$ cat src/rtl/imm_pkg.sv
// ---------------------------------------------------------------------------
// imm_pkg
// Shared definitions for the immediate-generation pipeline.
//   - IMM_I .. IMM_Z : encodings of the 3-bit immediate-format select
//   - occ_state_e    : occupancy of the two-entry skid buffer in imm_ext_pipe
// No ports; imported by imm_ext_core, imm_ext_pipe and the testbench.
// ---------------------------------------------------------------------------
package imm_pkg;

    // Immediate format selects as decoded from the instruction
    localparam logic [2:0] IMM_I  = 3'b000;
    localparam logic [2:0] IMM_S  = 3'b001;
    localparam logic [2:0] IMM_B  = 3'b010;
    localparam logic [2:0] IMM_U  = 3'b011;
    localparam logic [2:0] IMM_J  = 3'b100;
    localparam logic [2:0] IMM_SH = 3'b101;
    localparam logic [2:0] IMM_Z  = 3'b110;

    // How many valid entries the skid buffer currently holds
    typedef enum logic [1:0] {
        OCC_EMPTY = 2'd0,
        OCC_ONE   = 2'd1,
        OCC_TWO   = 2'd2
    } occ_state_e;

endpackage : imm_pkg

$ cat src/rtl/imm_ext_core.sv
// ---------------------------------------------------------------------------
// imm_ext_core
// Purely combinational immediate extender. Slices the immediate field out of
// a 32-bit instruction according to the format select and extends it to XLEN.
//
// Parameters
//   XLEN       output width, 32 or 64
// Ports
//   inst_i     in   32    full instruction word
//   imm_src_i  in   3     format select (IMM_I .. IMM_Z from imm_pkg)
//   imm_o      out  XLEN  extended immediate (0 for unsupported formats)
//   err_o      out  1     format select is not supported
//
// Configuration macro: IMM_ZICSR_EN
//   defined   -> IMM_Z returns the zero-extended CSR uimm inst[19:15]
//   undefined -> IMM_Z is treated as unsupported
// ---------------------------------------------------------------------------
module imm_ext_core
    import imm_pkg::*;
#(
    parameter int XLEN = 32
) (
    input  logic [31:0]     inst_i,
    input  logic [2:0]      imm_src_i,
    output logic [XLEN-1:0] imm_o,
    output logic            err_o
);

    logic [31:0] raw32;
    logic [5:0]  zext;
    logic        isSigned;
    logic        signBit;
    logic        unusedOpcode;

    // The opcode bits never contribute to any immediate
    assign unusedOpcode = ^inst_i[6:0];
    assign signBit      = inst_i[31];

    // Each signed format is first assembled as a fully sign-extended 32-bit
    // value, then widened to XLEN in one place at the end; this keeps the
    // XLEN=32 build free of zero-width replications. Shift amounts and the
    // CSR uimm are unsigned and take the zero-extension path instead.
    always_comb begin
        raw32    = '0;
        zext     = '0;
        isSigned = 1'b1;
        err_o    = 1'b0;
        case (imm_src_i)
            IMM_I:  raw32 = {{20{signBit}}, inst_i[31:20]};
            IMM_S:  raw32 = {{20{signBit}}, inst_i[31:25], inst_i[11:7]};
            IMM_B:  raw32 = {{19{signBit}}, signBit, inst_i[7], inst_i[30:25],
                             inst_i[11:8], 1'b0};
            IMM_U:  raw32 = {inst_i[31:12], 12'b0};
            IMM_J:  raw32 = {{11{signBit}}, signBit, inst_i[19:12], inst_i[20],
                             inst_i[30:21], 1'b0};
            IMM_SH: begin
                isSigned = 1'b0;
                if (XLEN == 64) begin
                    zext = inst_i[25:20];
                end else begin
                    zext = {1'b0, inst_i[24:20]};
                end
            end
`ifdef IMM_ZICSR_EN
            IMM_Z:  begin
                isSigned = 1'b0;
                zext     = {1'b0, inst_i[19:15]};
            end
`endif
            default: begin
                isSigned = 1'b0;
                err_o    = 1'b1;
            end
        endcase
        if (isSigned) begin
            imm_o = XLEN'($signed(raw32));
        end else begin
            imm_o = XLEN'(zext);
        end
    end

endmodule : imm_ext_core

$ cat src/rtl/imm_ext_pipe.sv
// ---------------------------------------------------------------------------
// imm_ext_pipe
// Pipelined immediate generator behind a valid/ready stream. The immediate is
// extended combinationally on the input side and captured into a two-entry
// skid buffer, so in_ready depends only on registered occupancy and never on
// out_ready.
//
// Parameters
//   XLEN       output width, 32 or 64
//   TAG_W      width of the opaque tag carried with each immediate
// Ports
//   clk        in   1      rising-edge clock
//   rst_n      in   1      asynchronous active-low reset
//   flush      in   1      synchronous discard of all buffered entries
//   in_valid   in   1      inst/imm_src/in_tag are valid
//   in_ready   out  1      an entry can be accepted this cycle
//   inst       in   32     full instruction word
//   imm_src    in   3      immediate format select
//   in_tag     in   TAG_W  tag travelling with the entry
//   out_valid  out  1      imm/out_tag/imm_err are valid
//   out_ready  in   1      consumer accepts the head entry this cycle
//   imm        out  XLEN   extended immediate of the head entry
//   out_tag    out  TAG_W  tag of the head entry
//   imm_err    out  1      head entry used an unsupported format
//
// Configuration macro: IMM_ZICSR_EN (enables the CSR uimm format in
// imm_ext_core).
// ---------------------------------------------------------------------------
module imm_ext_pipe
    import imm_pkg::*;
#(
    parameter int XLEN  = 32,
    parameter int TAG_W = 5
) (
    input  logic             clk,
    input  logic             rst_n,
    input  logic             flush,
    input  logic             in_valid,
    output logic             in_ready,
    input  logic [31:0]      inst,
    input  logic [2:0]       imm_src,
    input  logic [TAG_W-1:0] in_tag,
    output logic             out_valid,
    input  logic             out_ready,
    output logic [XLEN-1:0]  imm,
    output logic [TAG_W-1:0] out_tag,
    output logic             imm_err
);

    occ_state_e       state_q, state_d;

    logic [XLEN-1:0]  headImm_q, headImm_d;
    logic [TAG_W-1:0] headTag_q, headTag_d;
    logic             headErr_q, headErr_d;
    logic [XLEN-1:0]  tailImm_q, tailImm_d;
    logic [TAG_W-1:0] tailTag_q, tailTag_d;
    logic             tailErr_q, tailErr_d;

    logic [XLEN-1:0]  extImm;
    logic             extErr;
    logic             push;
    logic             pop;

    imm_ext_core #(
        .XLEN (XLEN)
    ) u_core (
        .inst_i    (inst),
        .imm_src_i (imm_src),
        .imm_o     (extImm),
        .err_o     (extErr)
    );

    // Both handshake flags come straight from the registered state, which is
    // what removes any combinational path from out_ready to in_ready.
    assign in_ready  = (state_q != OCC_TWO);
    assign out_valid = (state_q != OCC_EMPTY);
    assign push      = in_valid & in_ready;
    assign pop       = out_valid & out_ready;

    assign imm     = headImm_q;
    assign out_tag = headTag_q;
    assign imm_err = headErr_q;

    // Occupancy and entry-slot next-state logic. The head slot always feeds
    // the outputs; the tail slot is only written when the buffer goes from
    // one to two entries, and is promoted to head when that head drains.
    // Flush takes priority over everything and leaves the slots untouched,
    // since only the occupancy state decides what is visible.
    always_comb begin
        state_d   = state_q;
        headImm_d = headImm_q;
        headTag_d = headTag_q;
        headErr_d = headErr_q;
        tailImm_d = tailImm_q;
        tailTag_d = tailTag_q;
        tailErr_d = tailErr_q;
        if (flush) begin
            state_d = OCC_EMPTY;
        end else begin
            case (state_q)
                OCC_EMPTY: begin
                    if (push) begin
                        headImm_d = extImm;
                        headTag_d = in_tag;
                        headErr_d = extErr;
                        state_d   = OCC_ONE;
                    end
                end
                OCC_ONE: begin
                    if (push && pop) begin
                        headImm_d = extImm;
                        headTag_d = in_tag;
                        headErr_d = extErr;
                    end else if (push) begin
                        tailImm_d = extImm;
                        tailTag_d = in_tag;
                        tailErr_d = extErr;
                        state_d   = OCC_TWO;
                    end else if (pop) begin
                        state_d = OCC_EMPTY;
                    end
                end
                OCC_TWO: begin
                    if (pop) begin
                        headImm_d = tailImm_q;
                        headTag_d = tailTag_q;
                        headErr_d = tailErr_q;
                        state_d   = OCC_ONE;
                    end
                end
                default: state_d = OCC_EMPTY;
            endcase
        end
    end

    // State and slot registers. Clearing the slots on reset makes the
    // outputs read as zero straight out of reset, not just out_valid.
    always_ff @(posedge clk or negedge rst_n) begin
        if (!rst_n) begin
            state_q   <= OCC_EMPTY;
            headImm_q <= '0;
            headTag_q <= '0;
            headErr_q <= 1'b0;
            tailImm_q <= '0;
            tailTag_q <= '0;
            tailErr_q <= 1'b0;
        end else begin
            state_q   <= state_d;
            headImm_q <= headImm_d;
            headTag_q <= headTag_d;
            headErr_q <= headErr_d;
            tailImm_q <= tailImm_d;
            tailTag_q <= tailTag_d;
            tailErr_q <= tailErr_d;
        end
    end

endmodule : imm_ext_pipe
$ cat config.mk
export PLATFORM = sky130hd
export DESIGN_NAME = imm_ext_pipe
export DESIGN_NICKNAME = d
export VERILOG_FILES = /design/src/rtl/imm_pkg.sv /design/src/rtl/imm_ext_core.sv /design/src/rtl/imm_ext_pipe.sv
export SDC_FILE = /design/constraint.sdc
export NUM_CORES = 1
export LEC_CHECK = 0
export ABC_AREA = 0
export CAP_MARGIN = 20
export CORE_AREA = 2 2 96 98
export DETAILED_ROUTE_END_ITERATION = 16
export DIE_AREA = 0 0 98 100
export HOLD_SLACK_MARGIN = 0.06
export PLACE_DENSITY = 0.83
export SLEW_MARGIN = 20
export SYNTH_ARGS = -nofsm -noshare
export SYNTH_HDL_FRONTEND = slang
export SYNTH_SLANG_ARGS = --single-unit
$ cat constraint.sdc
create_clock -name clk -period 2.1 [get_ports clk]
set_input_delay 0.42 -clock clk [delete_from_list [all_inputs] [get_ports clk]]
set_output_delay 0.42 -clock clk [all_outputs]
set_load 0.05 [all_outputs]
=== Word level (Yosys, flattened, before mapping) ===
Index checks and enable logic that the tools add are counted.
Widths: inputs -> output; s select.

* Input bits: 45
* Word-level logic and storage cells: 60
* Output and inout bits: 40
* Bits in registers: 78

* Bitwise logic cells: 4
* Eq/ne operators: 15
* Muxes and demuxes: 24
* Reduce and logical (&&, ||, !) cells: 10

{| class="wikitable"
|+ Operator list
! cell !! number
|-
| $pmux 32 s5 || 1
|-
| $mux 32 || 4
|-
| $pmux 32 s3 || 1
|-
| $mux 5 || 4
|-
| $pmux 5 s3 || 1
|-
| $mux 2 || 6
|-
| $ne 3x3->1 const B || 3
|-
| $ne 2x2->1 const B || 4
|-
| $reduce_and 4->1 || 2
|-
| $eq 3x2->1 const B || 2
|-
| $eq 3x3->1 const B || 2
|-
| $pmux 2 s3 || 1
|-
| $reduce_or 6->1 || 1
|-
| $mux 1 || 5
|-
| $reduce_and 5->1 || 1
|-
| $reduce_or 5->1 || 1
|-
| $ne 4x4->1 const B || 1
|-
| $eq 3x1->1 const B || 1
|-
| $logic_not 3->1 || 1
|-
| $pmux 1 s3 || 1
|-
| $reduce_bool 3->1 || 1
|-
| $and 1x1->1 || 2
|-
| $eq 2x1->1 const B || 1
|-
| $eq 2x2->1 const B || 1
|-
| 4 further kinds || 5
|}

=== Longest topological paths before layout ===
* Depth in word-level cells: 7
* Depth in mapped cells: 7
* Gate-level depth less buffers: 5

=== Hierarchy ===
From an unflattened synthesis, not the netlist that was laid out.

* Cells, all modules: 393
* Area, all modules: 4022.6 µm²

{| class="wikitable"
|+ Modules (own cells, without submodules)
! module !! instances !! cells an instance !! area each (µm²) !! sequential area each (µm²)
|-
| imm_ext_pipe || 1 || 299 || 3503.4 || 1951.9
|-
| imm_ext_core || 1 || 94 || 519.2 || 0.0
|}

=== Worst setup path after synthesis ===
No wires, ideal clock.

* Path type: input to register
* Start point: input imm_src[0]
* End point: register tailImm_q[20]
* Stages: 7
* Arrival: 1.409 ns
* Path buffers: 3
* Data required time: 1.974 ns
* Slack: 0.565 ns
* Cells stage by stage: buf_2 a21oi_1 or2_1 buf_2 a21oi_1 buf_2 a21oi_1

* Longest elaborated chain between the ends: 4
* Elaborated cells on any way between the ends: 9
* Classes of those cells: eq/ne (4); mux (3); reduce/logical (2)

{| class="wikitable"
|+ RTL lines
! element !! line !! RTL
|-
| start: declaration || imm_ext_pipe.sv:41 || <nowiki>input logic [2:0] imm_src,</nowiki>
|-
| $eq 3x1->1, or another cell as far along || imm_ext_core.sv:48 || <nowiki>case (imm_src_i)</nowiki>
|-
| $reduce_or 5->1 (no source line) || -- ||
|-
| $mux 1 || imm_ext_core.sv:48 ||
|-
| $mux 32 (*) || imm_ext_core.sv:75 || <nowiki>if (isSigned) begin</nowiki>
|-
| end signal: assignment || imm_ext_pipe.sv:152 || <nowiki>tailImm_q <= tailImm_d;</nowiki>
|-
| end: declaration || imm_ext_pipe.sv:55 || <nowiki>logic [XLEN-1:0] tailImm_q, tailImm_d;</nowiki>
|}

Mark *: on every way between the ends. The rest lies on a longest branch, timed or not.
A chain may end at the register's enable or synchronous reset.

=== Worst setup path in the final report ===
* Start point: register headImm_q[3], in the netlist imm[3]
* End point: output imm[3]

{| class="wikitable"
|+ RTL lines
! element !! line !! RTL
|-
| start: declaration || imm_ext_pipe.sv:52 || <nowiki>logic [XLEN-1:0] headImm_q, headImm_d;</nowiki>
|-
| start signal: assignment || imm_ext_pipe.sv:149 || <nowiki>headImm_q <= headImm_d;</nowiki>
|-
| end: declaration || imm_ext_pipe.sv:45 || <nowiki>output logic [XLEN-1:0] imm,</nowiki>
|}

No word-level cell between the ends.

==> impl_metrics.py <==
metrics = {
    "status": {
        "status": "finished clean",
    },
    "setup_path": {
        "worstSetupStartpointType": "flop",
        "worst-path-stages": 1,
        "r2r.worst_path.cells": 6,
        "critical-path-max-stage-delay_ns": 0.82,
        "worstPathMaxFanout": 2,
        "r2r_start": "state_q[0]",
        "path_buf_inv": 1,
        "worstPathRequired_ns": 1.68,
        "critPathArrivalTime_ns": 1.55,
        "critPathSlowestCell": "clkdlybuf4s50_1",
        "worstSetupPathType": "flop to output pin",
        "crit_path_end_kind": "output pin",
        "critPathTopFamily": "buffers and inverters",
        "rrSetupSlack_ns": 0.29,
        "path_cells": "clkdlybuf4s50_1",
        "timing.rr.end": "imm[1]",
    },
    "sta": {
        "tightestPinTransition_ns": 0.716,
        "hold_viol_final": 0,
        "fin_skew_ns": 0.00571,
        "fmax_mhz": 507,
        "slew_headroom_pct": 52.2,
        "slew_viol_final": 0,
        "setup_viol": 0,
        "fin_crit_ns": 1.97,
        "finalCritPeriodShare_pct": 93.9,
        "rsz0062_at_grt": "no",
    },
    "synth": {
        "syn_inst": 431,
        "synth_ff_type": "dfrtp_1",
        "ys_types": 39,
        "synth-simple-area-share_pct": 18.4,
        "synth_top_family_by_area": "compound AO/OA/AOI/OAI gates",
        "synthArstFlopShare_pct": 100,
        "synth_compound_area_share_pct": 25.2,
        "seq_area_frac_synth_pct": 51.2,
        "syn_area_per_cell_um2": 8.84,
        "ys_seq_elements": 78,
        "yosys_warnings": 0,
        "synth_edf_count": 0,
        "synthAdderAreaFrac_pct": 0.295,
        "synthMuxAreaShare_pct": 0.558,
        "synth_xor_area_share_pct": 0,
        "syn_nets": 476,
        "syn_area_um2": 3810,
    },
    "clock_tree": {
        "htreeDepth": 3,
        "clockBufferDepth": 2,
        "cts_hold_buf": 0,
        "cts_sinks": 78,
        "numCtsBuffers": 9,
        "clk_latency_ns": 0.34,
        "ctsRootBufferMaster": "clkbuf_8",
        "postCtsResizedCells": 1,
        "cts_tree": "done",
        "post_cts_buffers": 0,
        "path_clk_slew_ns": 0.08,
    },
    "layout": {
        "utilization_pct": 56.2,
        "regArea_um2": 1950,
        "syn_to_final_growth_pct": 31.2,
        "nFillCells": 816,
        "final_common_cell": "nand2_1",
        "diodes": 0,
        "multiInputGateArea_um2": 1700,
        "final_cell_mix": "95 x nand2_1, 78 x dfrtp_1, 74 x clkdlybuf4s50_1",
        "layout-drive-gt1-share_pct": 10.0,
        "fin_area_um2": 5000,
        "finalNetCount": 562,
    },
    "floorplanning": {
        "core_um2": 8890,
        "die_w_um": 98,
        "num_rows": 35,
        "ios": 85,
        "initial_core_util_pct": 42.9,
        "die_h_um": 100,
        "die_area_um2": 9800,
    },
    "global_routing": {
        "grt.overflow.total": 0,
        "grt_use_total_pct": 22.2,
        "antenna_found_initial": 0,
        "grt_max_degree": 44,
        "grt_pass1_wl_mm": 17.7,
        "grt_pass1_vias": 3636,
    },
    "min_path": {
        "hp-class": "input port to asynchronous set/reset pin",
    },
    "route": {
        "ant_nets": 0,
        "num_vias": 3553,
        "dr.pass1.iters": 5,
        "wire_per_inst_um": 16.6,
        "drt_wl_total_mm": 10.5,
        "drc": 0,
        "drt-initial-drc-count": 244,
        "routed_via_density": 5.63,
    },
    "place": {
        "portBuffers": 77,
        "dp_hpwl_mm": 7.28,
        "placed_area_um2": 4850,
        "place_congestion": 0.854,
    },
    "power_and_ir_drop": {
        "ir_worst_vdd_mv": 0.346,
        "p_leak_uw": 0.00218,
        "p_per_area_nw_per_um2": 897,
    },
    "run": {
        "maxCapViolCount": 0,
    },
}
==> cell type report <==
cell class,count,area share [%]
inverters,2,0.150
repair buffers,108,20.9
clock buffers,12,2.90
flip-flops and latches,78,39.0
clock inverters,2,0.200
well taps,111,2.78
multi-input cells,318,34.0
==> worst max-delay path by stage <==
| stage | start | end | slack, ns |
|---|---|---|---|
| floorplan | imm_src[0] | tailImm_q[20] | 0.57 |
| finish | imm[3] | imm[3] | 0.13 |
| global route | state_q[1] | in_ready | 0.08 |
| detailed placement | imm_src[0] | imm[21] | -0.13 |
| global placement | imm_src[0] | imm[21] | -0.07 |
| CTS | state_q[1] | in_ready | 0.12 |
==> per-stage QoR <==
| stage | hold slack [ns] | setup TNS [ns] | total power (uW) | setup WS [ns] | instances |
|---|---|---|---|---|---|
| floorplan | 0.124 | 0 | 2950 | 0.565 | 431 |
| detailed placement | 0.451 | -2.63 | 3550 | -0.128 | 617 |
| global route | 0.100 | 0 | 4720 | 0.0798 | 631 |
| CTS | 0.0788 | 0 | 4510 | 0.122 | 631 |
| finish | 0.0625 | 0 | 4490 | 0.127 | 631 |
| global placement | 0.450 | -0.820 | 3490 | -0.0704 | 617 |
==> sequential cells by signal, indices dropped and copies added, names as in the netlist <==
name / count
imm: 32
tailImm_q: 32
out_tag: 5
tailTag_q: 5
state_q: 2
imm_err: 1
tailErr_q: 1
==> where the power goes <==
part	leakage [uW]	internal (uW)	switching, uW
clock network	0.0000821	446	513
registers	0.000964	1830	195
logic	0.00113	582	920
==> Yosys cell counts (2+ instances only) <==
cell type	number	share of area [%]
a21o_1	5	0.99
a21oi_1	38	5.0
a22o_1	11	2.5
a31oi_1	15	2.5
and2_1	2	0.33
and3_1	5	0.82
buf_2	19	2.5
clkbuf_1	12	1.2
dfrtp_1	78	51
inv_1	2	0.20
nand2_1	95	9.4
nand3_1	4	0.53
nor2_1	24	2.4
nor2b_1	8	1.3
nor3b_1	8	1.6
o211ai_1	8	1.6
o21a_1	10	2.0
o21ai_0	57	7.5
o22a_1	9	2.1
or2_2	2	0.33
==> layer usage <==
layer | vias up | global-route usage [%] | wire length [um]
met2 | 145 | 36.5 | 5120
met4 | 0 | 8.76 | 196
li1 | 1671 | - | -
met3 | 22 | 2.92 | 551
met5 | - | 0 | 0
met1 | 1715 | 30.2 | 4580
==> cell families (layout without fill, tap and decap cells) <==
family,Yosys count,in the layout
AOI/OAI and AO/OA,159,159
and+or+nand+nor,156,156
DFF,78,78
buffers and inverters,35,124
muxes,2,2
adders and majority gates,1,1
No activity file was read; power rests on OpenSTA's default activity.
